==> config.mk <==
export PLATFORM = sky130hd
export DESIGN_NAME = spr_commit_flat
export DESIGN_NICKNAME = d
export VERILOG_FILES = /design/src/rtl/spr_commit_pkg.sv /design/src/rtl/spr_commit_if.sv /design/src/rtl/spr_commit_spr_file.sv /design/src/rtl/spr_commit.sv /design/src/flat_wrapper.sv
export SDC_FILE = /design/constraint.sdc
export NUM_CORES = 1
export LEC_CHECK = 0
export CAP_MARGIN = 20
export CORE_MARGIN = 2
export CORE_UTILIZATION = 30
export CTS_BUF_LIST = sky130_fd_sc_hd__clkbuf_8
export CTS_CLUSTER_DIAMETER = 40
export CTS_CLUSTER_SIZE = 10
export DETAILED_ROUTE_END_ITERATION = 16
export PLACE_DENSITY = 0.62
export SLEW_MARGIN = 20
export SYNTH_ARGS = -nofsm -noshare
export SYNTH_HDL_FRONTEND = slang
export SYNTH_SLANG_ARGS = --single-unit
export TNS_END_PERCENT = 10
==> constraint.sdc <==
create_clock -name clk -period 4.2 [get_ports clk]
set_input_delay 1.05 -clock clk [delete_from_list [all_inputs] [get_ports clk]]
set_output_delay 1.05 -clock clk [all_outputs]
set_load 0.05 [all_outputs]
==> src/rtl/spr_commit_pkg.sv <==
// Shared types for the SPR commit stage: data words, register-move kinds,
// the buffered entry layout and the destination decode helpers.
package Pu_types;

  typedef logic [31:0] Word;
  typedef logic [31:0] Condition_register;
  typedef logic [31:0] Msr;

  typedef enum logic [3:0] {
    Rmv_none = 4'd0,
    Rmv_gtc  = 4'd1,
    Rmv_ctc  = 4'd2,
    Rmv_ctg  = 4'd3,
    Rmv_stg  = 4'd4,
    Rmv_mtg  = 4'd5,
    Rmv_gts  = 4'd6,
    Rmv_gtm  = 4'd7
  } Register_move;

  typedef enum logic [1:0] {
    EMPTY = 2'd0,
    HELD  = 2'd1,
    STALL = 2'd2
  } Spr_commit_state;

  // Wide enough for any supported SPR_AW; narrower selects are zero-extended.
  localparam int SPR_SEL_W = 8;

  typedef struct packed {
    Register_move           reg_mv;
    logic [4:0]             gpr_dest;
    logic [SPR_SEL_W-1:0]   spr_sel;
    Word                    res;
    Condition_register      cr;
    Msr                     msr;
  } Spr_commit_entry;

  function automatic logic mv_needs_gpr(input Register_move mv);
    case (mv)
      Rmv_none, Rmv_ctg, Rmv_stg, Rmv_mtg: mv_needs_gpr = 1'b1;
      default:                             mv_needs_gpr = 1'b0;
    endcase
  endfunction

  function automatic logic mv_writes_cr(input Register_move mv);
    case (mv)
      Rmv_none, Rmv_gtc, Rmv_ctc: mv_writes_cr = 1'b1;
      default:                    mv_writes_cr = 1'b0;
    endcase
  endfunction

endpackage

==> src/rtl/spr_commit_if.sv <==
// Result handshake from the SPR execution unit into the commit stage.
interface spr_commit_if
  import Pu_types::*;
#(
  parameter int SPR_AW = 3
);
  logic              in_valid;
  logic              in_ready;
  Register_move      in_reg_mv;
  logic [4:0]        in_gpr_dest;
  logic [SPR_AW-1:0] in_spr_sel;
  Word               in_res;
  Condition_register in_cr;
  Msr                in_msr;

  modport master (
    output in_valid, in_reg_mv, in_gpr_dest, in_spr_sel, in_res, in_cr, in_msr,
    input  in_ready
  );

  modport slave (
    input  in_valid, in_reg_mv, in_gpr_dest, in_spr_sel, in_res, in_cr, in_msr,
    output in_ready
  );
endinterface

==> src/rtl/spr_commit_spr_file.sv <==
// Small SPR register array: one write port, one combinational read port,
// cleared in full by the synchronous active-low reset.
module spr_file
  import Pu_types::*;
#(
  parameter int NUM_SPR = 8,
  parameter int SPR_AW  = 3
) (
  input  logic              clk,
  input  logic              reset,
  input  logic              we,
  input  logic [SPR_AW-1:0] waddr,
  input  Word               wdata,
  input  logic [SPR_AW-1:0] raddr,
  output Word               rdata
);

  Word                regs [NUM_SPR];
  logic [NUM_SPR-1:0] hit;

  generate
    for (genvar gi = 0; gi < NUM_SPR; gi++) begin : g_hit
      assign hit[gi] = we && (waddr == SPR_AW'(gi));
    end
  endgenerate

  always_ff @(posedge clk) begin
    for (int i = 0; i < NUM_SPR; i++) begin
      if (!reset) begin
        regs[i] <= '0;
      end else if (hit[i]) begin
        regs[i] <= wdata;
      end
    end
  end

  assign rdata = regs[raddr];

endmodule

==> src/rtl/spr_commit.sv <==
// One-entry commit buffer behind the SPR execution unit; owns CR, MSR and the
// SPR file and forwards the pending entry back onto the operand outputs.
module spr_commit
  import Pu_types::*;
#(
  parameter int NUM_SPR = 8,
  parameter int SPR_AW  = 3
) (
  input  logic              clk,
  input  logic              reset,
  input  logic              flush,
  spr_commit_if.slave       res_bus,
  output logic              gpr_we,
  input  logic              gpr_ready,
  output logic [4:0]        gpr_waddr,
  output Word               gpr_wdata,
  input  logic [SPR_AW-1:0] rd_spr_sel,
  output Word               spr_rd,
  output Condition_register cr,
  output Msr                msr,
  output logic              pending,
  output logic [31:0]       retired
);

  logic              occ_reg, occ_next;
  Spr_commit_entry   entry_reg, entry_next;
  Condition_register cr_reg, cr_next;
  Msr                msr_reg, msr_next;
  logic [31:0]       retired_reg, retired_next;

  Spr_commit_state   state;
  logic              needs_gpr, writes_cr, writes_msr, writes_spr;
  logic              retire, commit, ready, accept, fwd, spr_we;
  Word               arch_spr;

  always_ff @(posedge clk) begin
    if (!reset) begin
      occ_reg     <= 1'b0;
      entry_reg   <= '0;
      cr_reg      <= '0;
      msr_reg     <= '0;
      retired_reg <= '0;
    end else begin
      occ_reg     <= occ_next;
      entry_reg   <= entry_next;
      cr_reg      <= cr_next;
      msr_reg     <= msr_next;
      retired_reg <= retired_next;
    end
  end

  always_comb begin
    needs_gpr  = mv_needs_gpr(entry_reg.reg_mv);
    writes_cr  = mv_writes_cr(entry_reg.reg_mv);
    writes_msr = (entry_reg.reg_mv == Rmv_gtm);
    writes_spr = (entry_reg.reg_mv == Rmv_gts);

    state = EMPTY;
    if (occ_reg) begin
      state = (needs_gpr && !gpr_ready) ? STALL : HELD;
    end

    // Flush suppresses the commit side effects but still frees the slot.
    retire = (state == HELD);
    commit = retire && !flush;
    ready  = !flush && (state != STALL);
    accept = res_bus.in_valid && ready;

    occ_next = accept || ((state == STALL) && !flush);

    entry_next = entry_reg;
    if (accept) begin
      entry_next.reg_mv   = res_bus.in_reg_mv;
      entry_next.gpr_dest = res_bus.in_gpr_dest;
      entry_next.spr_sel  = SPR_SEL_W'(res_bus.in_spr_sel);
      entry_next.res      = res_bus.in_res;
      entry_next.cr       = res_bus.in_cr;
      entry_next.msr      = res_bus.in_msr;
    end

    cr_next      = (commit && writes_cr)  ? entry_reg.cr  : cr_reg;
    msr_next     = (commit && writes_msr) ? entry_reg.msr : msr_reg;
    spr_we       = commit && writes_spr;
    retired_next = retired_reg + {31'd0, commit};
  end

  spr_file #(
    .NUM_SPR (NUM_SPR),
    .SPR_AW  (SPR_AW)
  ) u_spr_file (
    .clk   (clk),
    .reset (reset),
    .we    (spr_we),
    .waddr (entry_reg.spr_sel[SPR_AW-1:0]),
    .wdata (entry_reg.res),
    .raddr (rd_spr_sel),
    .rdata (arch_spr)
  );

  assign res_bus.in_ready = ready;

  assign gpr_we    = occ_reg && needs_gpr && !flush;
  assign gpr_waddr = entry_reg.gpr_dest;
  assign gpr_wdata = entry_reg.res;

  assign fwd     = occ_reg && !flush;
  assign cr      = (fwd && writes_cr)  ? entry_reg.cr  : cr_reg;
  assign msr     = (fwd && writes_msr) ? entry_reg.msr : msr_reg;
  assign spr_rd  = (fwd && writes_spr && (entry_reg.spr_sel == SPR_SEL_W'(rd_spr_sel)))
                   ? entry_reg.res : arch_spr;
  assign pending = occ_reg;
  assign retired = retired_reg;

endmodule

==> src/flat_wrapper.sv <==
// flat-port wrapper written by rule: the top's interface ports become plain ports
module spr_commit_flat import Pu_types::*;
#(
  parameter int NUM_SPR = 8,
  parameter int SPR_AW  = 3
)
  (clk, reset, flush, gpr_we, gpr_ready, gpr_waddr, gpr_wdata, rd_spr_sel, spr_rd, cr, msr, pending, retired, res_bus_in_valid, res_bus_in_reg_mv, res_bus_in_gpr_dest, res_bus_in_spr_sel, res_bus_in_res, res_bus_in_cr, res_bus_in_msr, res_bus_in_ready);
  spr_commit_if #(.SPR_AW(SPR_AW)) res_bus_i ();
  input  logic clk;
  input  logic reset;
  input  logic flush;
  output logic gpr_we;
  input  logic gpr_ready;
  output logic [4:0] gpr_waddr;
  output Word gpr_wdata;
  input  logic [SPR_AW-1:0] rd_spr_sel;
  output Word spr_rd;
  output Condition_register cr;
  output Msr msr;
  output logic pending;
  output logic [31:0] retired;
  input wire logic [$bits(res_bus_i.in_valid)-1:0] res_bus_in_valid;
  input wire logic [$bits(res_bus_i.in_reg_mv)-1:0] res_bus_in_reg_mv;
  input wire logic [$bits(res_bus_i.in_gpr_dest)-1:0] res_bus_in_gpr_dest;
  input wire logic [$bits(res_bus_i.in_spr_sel)-1:0] res_bus_in_spr_sel;
  input wire logic [$bits(res_bus_i.in_res)-1:0] res_bus_in_res;
  input wire logic [$bits(res_bus_i.in_cr)-1:0] res_bus_in_cr;
  input wire logic [$bits(res_bus_i.in_msr)-1:0] res_bus_in_msr;
  output wire logic [$bits(res_bus_i.in_ready)-1:0] res_bus_in_ready;
  assign res_bus_i.in_valid = res_bus_in_valid;
  assign res_bus_i.in_reg_mv = res_bus_in_reg_mv;
  assign res_bus_i.in_gpr_dest = res_bus_in_gpr_dest;
  assign res_bus_i.in_spr_sel = res_bus_in_spr_sel;
  assign res_bus_i.in_res = res_bus_in_res;
  assign res_bus_i.in_cr = res_bus_in_cr;
  assign res_bus_i.in_msr = res_bus_in_msr;
  assign res_bus_in_ready = res_bus_i.in_ready;
  spr_commit #(.NUM_SPR(NUM_SPR), .SPR_AW(SPR_AW)) u_core (.clk(clk), .reset(reset), .flush(flush), .res_bus(res_bus_i), .gpr_we(gpr_we), .gpr_ready(gpr_ready), .gpr_waddr(gpr_waddr), .gpr_wdata(gpr_wdata), .rd_spr_sel(rd_spr_sel), .spr_rd(spr_rd), .cr(cr), .msr(msr), .pending(pending), .retired(retired));
endmodule
=== After elaboration in Yosys (flattened, before gate mapping) ===
Memories as Yosys holds them, arrays and structs flattened.
Index checks and enable logic that the tools add are counted.

* Flip-flop bits (word level): 205
* Latch bits: 0
* RAM bits: 256
* Bits in read-only memories: 0
* Input bits: 116
* Output and inout bits: 168
* Word-level logic and storage cells: 108
* Memories: 1

* Add/subtract/negate cells: 1
* Multipliers: 0
* Div/mod/pow operators: 0
* $lt $le $gt $ge: 0
* Eq/ne operators: 18
* Shift operators: 0
* Muxes and demuxes: 40
* Bitwise gates (word level): 8
* Reductions and logical operators: 30

{| class="wikitable"
|+ Memories
! memory !! depth !! width !! rd ports !! clocked after Yosys merged registers in !! write ports !! RTL line !! source
|-
| u_core.u_spr_file.regs || 8 || 32 || 1 || 0 || 8 || spr_commit_spr_file.sv:18 || <nowiki>Word regs [NUM_SPR];</nowiki>
|}

{| class="wikitable"
|+ Operator list
! cell !! number
|-
| $mux 32 || 11
|-
| $add 32x1->32 || 1
|-
| $mux 1 || 27
|-
| $logic_and 1x1->1 || 23
|-
| $eq 4x3->1 const B || 4
|-
| $eq 3x3->1 const B || 4
|-
| $eq 4x2->1 const B || 2
|-
| $or 1x1->1 || 8
|-
| $eq 3x2->1 const B || 2
|-
| $eq 4x1->1 const B || 1
|-
| $logic_not 4->1 || 1
|-
| $mux 2 || 2
|-
| $reduce_or 4->1 || 1
|-
| $eq 3x1->1 const B || 1
|-
| $eq 3x3->1 || 1
|-
| $logic_not 3->1 || 1
|-
| $reduce_or 3->1 || 1
|-
| $eq 2x1->1 const B || 1
|-
| $eq 2x2->1 const B || 1
|-
| $logic_not 1->1 || 2
|-
| $ne 2x2->1 const B || 1
|-
| $logic_or 1x1->1 || 1
|}

=== Logic depth before layout (Yosys ltp) ===
* Word-level depth: 14
* Mapped depth: 13
* Gate-level depth less buffers: 10

=== Cells and area by module ===
A second synthesis with hierarchy kept.

* Cell total of the unflattened synthesis: 1707
* Area total of the unflattened synthesis: 20885.0 um2

{| class="wikitable"
|+ Modules (own cells, without submodules)
! module !! instances !! cells each !! area each (um2)
|-
| spr_file || 1 || 731 || 11462.2
|-
| spr_commit || 1 || 976 || 9422.8
|}

=== Worst setup path after synthesis ===
No wires, ideal clock.

* Path kind: input -> register
* From: input port flush
* To: memory u_core.u_spr_file.regs[0][0] (netlist name), enable pin
* Arrival time: 4051 ps
* Setup slack: -321 ps
* Cell stages on the path: 4
* Buffers on the path: 0
* Cell sequence: nand4b_1 nor3_1 nand2b_1 o31ai_1

{| class="wikitable"
|+ RTL lines
! item !! RTL line !! source
|-
| start, declared || flat_wrapper.sv:11 || <nowiki>input logic flush;</nowiki>
|-
| end, declared || spr_commit_spr_file.sv:18 ||
|}

=== Worst setup path after layout ===
* From: input port flush
* To: output port spr_rd[27]

* Cells in the longest elaborated chain, start to end: 5

{| class="wikitable"
|+ Ends and longest elaborated chain
! item !! RTL line !! source
|-
| $logic_not 1->1 || spr_commit.sv:106 || <nowiki>assign fwd = occ_reg && !flush;</nowiki>
|-
| $logic_and 1x1->1 || spr_commit.sv:106 ||
|-
| $logic_and 1x1->1 (2 in a row) || spr_commit.sv:109 || <nowiki>assign spr_rd = (fwd && writes_spr && (entry_reg.spr_sel == SPR_SEL_W'(rd_spr_sel)))</nowiki>
|-
| $mux 32 || spr_commit.sv:110 || <nowiki>? entry_reg.res : arch_spr;</nowiki>
|-
| end, declared || flat_wrapper.sv:17 || <nowiki>output Word spr_rd;</nowiki>
|}

No other way between the ends.

==> impl_metrics.prom <==
# TYPE chip_impl_metric gauge
chip_impl_metric{name="synthCells",unit=""} 1658
chip_impl_metric{name="nets",unit=""} 2032
chip_impl_info{name="worst_path_max_delay_cell",value="sky130_fd_sc_hd__and4_4"} 1
chip_impl_metric{name="cp_slowest_stage_delay",unit="ns"} 0.40
chip_impl_metric{name="postSynthRegisterBits",unit=""} 461
chip_impl_info{name="timing.critical_path.mode_cell",value="sky130_fd_sc_hd__buf_4"} 1
chip_impl_metric{name="floorplan.die_area",unit="sq um"} 71600
chip_impl_metric{name="placedInstanceArea",unit="sq um"} 24600
chip_impl_metric{name="groute.usage.overall",unit="%"} 15.8
chip_impl_metric{name="htree_num_levels",unit=""} 3
chip_impl_info{name="timing.critical_path.to_type",value="output pin"} 1
chip_impl_metric{name="cts_num_sinks",unit=""} 461
chip_impl_metric{name="worst_skew_pair.late_latency",unit="ns"} 0.65
chip_impl_metric{name="detail_route.first_pass.iterations",unit=""} 5
chip_impl_metric{name="final-max-slew-violation-count",unit=""} 0
chip_impl_info{name="crit_path_class",value="in2out"} 1
chip_impl_metric{name="grt_pass1_vias",unit=""} 14400
chip_impl_metric{name="die-height",unit="microns"} 268
chip_impl_metric{name="timing.critical_path.arrival",unit="ns"} 2.95
chip_impl_metric{name="peakVddDrop",unit="mV"} 0.222
chip_impl_metric{name="gr-total-overflow",unit=""} 0
chip_impl_metric{name="wire_length_per_cell",unit="microns"} 19.5
chip_impl_metric{name="final_core_util",unit="%"} 38.6
chip_impl_info{name="clockRootBuffer",value="sky130_fd_sc_hd__clkbuf_8"} 1
chip_impl_metric{name="power_per_cell_area",unit="nW/um^2"} 397
chip_impl_metric{name="clock_path_buffers",unit=""} 3
chip_impl_metric{name="finalSetupViolCount",unit=""} 0
chip_impl_metric{name="wirelength_met1",unit="mm"} 23.8
chip_impl_metric{name="met3WireLength",unit="mm"} 3.94
chip_impl_metric{name="synth_fp_nets",unit=""} 1776
chip_impl_metric{name="globalplace.congestion",unit=""} 0.758
chip_impl_info{name="outcome",value="finished, final reports clean"} 1
chip_impl_metric{name="slew_headroom",unit="%"} 28.3
chip_impl_metric{name="portBuffers",unit=""} 283
chip_impl_metric{name="total_leakage_power",unit="nW"} 10.1
chip_impl_metric{name="post-route-period-util",unit="%"} 95.3
chip_impl_metric{name="antenna_found_initial",unit=""} 8
chip_impl_metric{name="route.met2.wl",unit="mm"} 27.8
chip_impl_metric{name="syn_to_final_growth",unit="%"} 27.3
chip_impl_info{name="hold_class",value="reg2reg"} 1
chip_impl_metric{name="design.portCount",unit=""} 284
chip_impl_metric{name="largest_register_ffs",unit=""} 256
chip_impl_metric{name="num-fill-cells",unit=""} 6619
chip_impl_metric{name="dpl.hpwl",unit="mm"} 33.8
chip_impl_metric{name="fin_area",unit="sq um"} 26500
chip_impl_metric{name="fin_tns_setup",unit="ns"} 0
chip_impl_metric{name="start_util",unit="%"} 30.3
chip_impl_metric{name="synth_area_per_cell",unit="sq um"} 12.6
chip_impl_metric{name="crit_fanout",unit=""} 7
chip_impl_info{name="routed.top_layer",value="met5"} 1
chip_impl_metric{name="ys_warn_count",unit=""} 0
chip_impl_metric{name="first_pass_grt_wire_length",unit="mm"} 85.5
chip_impl_metric{name="post_route_cells_drive_above_1_share",unit="%"} 25.4
chip_impl_metric{name="clock-skew-final",unit="ns"} 0.0273
chip_impl_info{name="rsz0062_at_grt",value="false"} 1
chip_impl_metric{name="largest_net_degree_at_the_start_of_global_routing",unit=""} 229
chip_impl_metric{name="post-route-drc-count",unit=""} 0
chip_impl_info{name="clock_tree_from_tritoncts",value="built"} 1
chip_impl_metric{name="chipWidth",unit="microns"} 268
chip_impl_metric{name="floorplan.core_area",unit="sq um"} 68700
chip_impl_metric{name="finalCriticalPeriod",unit="ns"} 4.00
chip_impl_info{name="critPathLaunchType",value="input port"} 1
chip_impl_metric{name="finalWirelength",unit="mm"} 57.0
chip_impl_metric{name="cts_buffers",unit=""} 85
chip_impl_metric{name="register_clock_pin_slew_on_the_reported_worst_setup_and_hold_paths",unit="ns"} 0.06
chip_impl_metric{name="vias",unit=""} 13500
chip_impl_metric{name="placementRows",unit=""} 96
chip_impl_metric{name="initial_drc_count",unit=""} 712
chip_impl_metric{name="worst_pin_slew",unit="ns"} 1.08
chip_impl_metric{name="hold_viol",unit=""} 0
chip_impl_metric{name="post_drt_via_cell_ratio",unit=""} 4.63
chip_impl_info{name="path_cells",value="dlymetal6s2s_1 -> nand4b_1 -> buf_4 -> nor3_4 -> and4_4 -> clkbuf_16 -> mux2_2 -> buf_4"} 1
chip_impl_metric{name="worst-endpoint-required",unit="ns"} 3.15
chip_impl_metric{name="yosysUniqueCellTypes",unit=""} 41
chip_impl_metric{name="post_route_total_power",unit="mW"} 10.5
chip_impl_metric{name="fmaxAchievable",unit="MHz"} 250
chip_impl_metric{name="mapped_area",unit="sq um"} 20800
chip_impl_metric{name="yosysSeqAreaShare",unit="%"} 56.6
chip_impl_metric{name="detail-route-antenna-nets",unit=""} 0
chip_impl_metric{name="timing.max_cap.violations",unit=""} 0
[worst paths after layout]
check	from	endpoint	slack (ns)	depth (start not counted)
max	flush	spr_rd[27]	0.20	8
min	u_core.entry_reg[25]$_SDFFE_PN0P_	u_core.entry_reg[25]$_SDFFE_PN0P_	0.46	2
max reg2reg	u_core.entry_reg[109]$_SDFFE_PN0P_	u_core.retired[26]$_SDFF_PN0_	0.77	10
min reg2reg	u_core.entry_reg[25]$_SDFFE_PN0P_	u_core.entry_reg[25]$_SDFFE_PN0P_	0.46	2
[layout make-up]
cell class	count	area (sq um)	share of cell area, %
Antenna cell	4	10.0	0.0377
Clock buffer	94	1290	4.88
Clock inverter	63	548	2.07
Inverter	8	30.0	0.113
Multi-Input combinational cell	1036	8370	31.6
Sequential cell	461	11800	44.5
Tap cell	931	1160	4.39
Timing Repair Buffer	322	3310	12.5
[cells in the final DEF (no fill, tap or decap), drive strengths merged, types with 4 or more instances in the layout]
cell	n
a21oi	20
xnor2	11
and2	290
nand4	6
nand2b	8
edfxtp	256
clkinvlp	13
clkbuf	96
nor3	9
inv	29
buf	139
nor2	17
nand2	261
clkinv	23
mux2i	141
nand3	8
o21ai	11
clkdlybuf4s50	180
diode	4
bufinv	6
mux4	64
o31ai	18
or4	18
dfxtp	205
or3	7
mux2	128
[worst max-delay path: cells and delay by family]
family / cells / cell delay (ns)
simple gates: 3 / 0.80
buf+inv: 4 / 0.75
mux: 1 / 0.34
[cells in the mapped netlist (all sizes together)]
library cell	count	area (sq um)
o31ai	18	140
or3b	1	8.76
nor4	3	18.8
and2	290	1810
inv	8	30.0
or3	7	43.8
edfxtp	256	7690
or2	3	18.8
o21ai	11	55.1
nor2	17	63.8
nor3	9	55.1
xor2	2	17.5
a21oi	20	100
mux2	128	1550
a2111o	1	11.3
and4	3	26.3
nand4	6	43.8
o311a	1	10.0
mux2i	141	1410
nand2	261	980
nand2b	8	50.1
dfxtp	205	4100
mux4	64	1440
buf	73	495
xnor2	11	96.3
ha	2	25.0
o211a	1	10.0
nand4b	1	8.76
a2111oi	1	27.5
nand3	8	45.0
or4	18	139
clkbuf	80	300
[cells by family after synthesis]
group | Yosys count | share of synthesized area (%)
buffers and inverters | 161 | 3.96
DFF | 461 | 56.6
adders and majority gates | 2 | 0.120
and+or+nand+nor | 635 | 15.9
xor gates and xnor gates | 13 | 0.547
muxes | 333 | 21.2
AOI/OAI and AO/OA | 53 | 1.70
[per-layer routing]
metal / vias up / track usage [%]
li1: 6350 / -
met1: 6676 / 19.1
met2: 368 / 26.7
met3: 105 / 4.69
met4: 8 / 5.72
met5: - / 0
[where the power goes]
part | total, mW | switching [mW] | internal, mW
combinational | 0.958 | 0.545 | 0.412
clock | 4.59 | 2.09 | 2.51
sequential | 4.99 | 0.0972 | 4.89
total | 10.5 | 2.73 | 7.81
[per-stage QoR]
step	setup slack, ns	instances	hold slack [ns]
after floorplan	-0.318	1658	0.432
after global placement	-0.240	2755	0.441
after detailed placement	-0.256	2755	0.450
after CTS	0.0372	2913	0.460
after global routing	0.0634	2918	0.477
final	0.197	2919	0.455
[what timing repair did]
action / 4_1_cts / 5_1_grt
setup buffers: 1 / 0
hold buffers: 0 / 0
pin swaps: 0 / 2
setup endpoints to repair: 32 / 64
gates resized for setup: 3 / 1
cloned: 0 / 2
(Power assumes the default switching activity.)
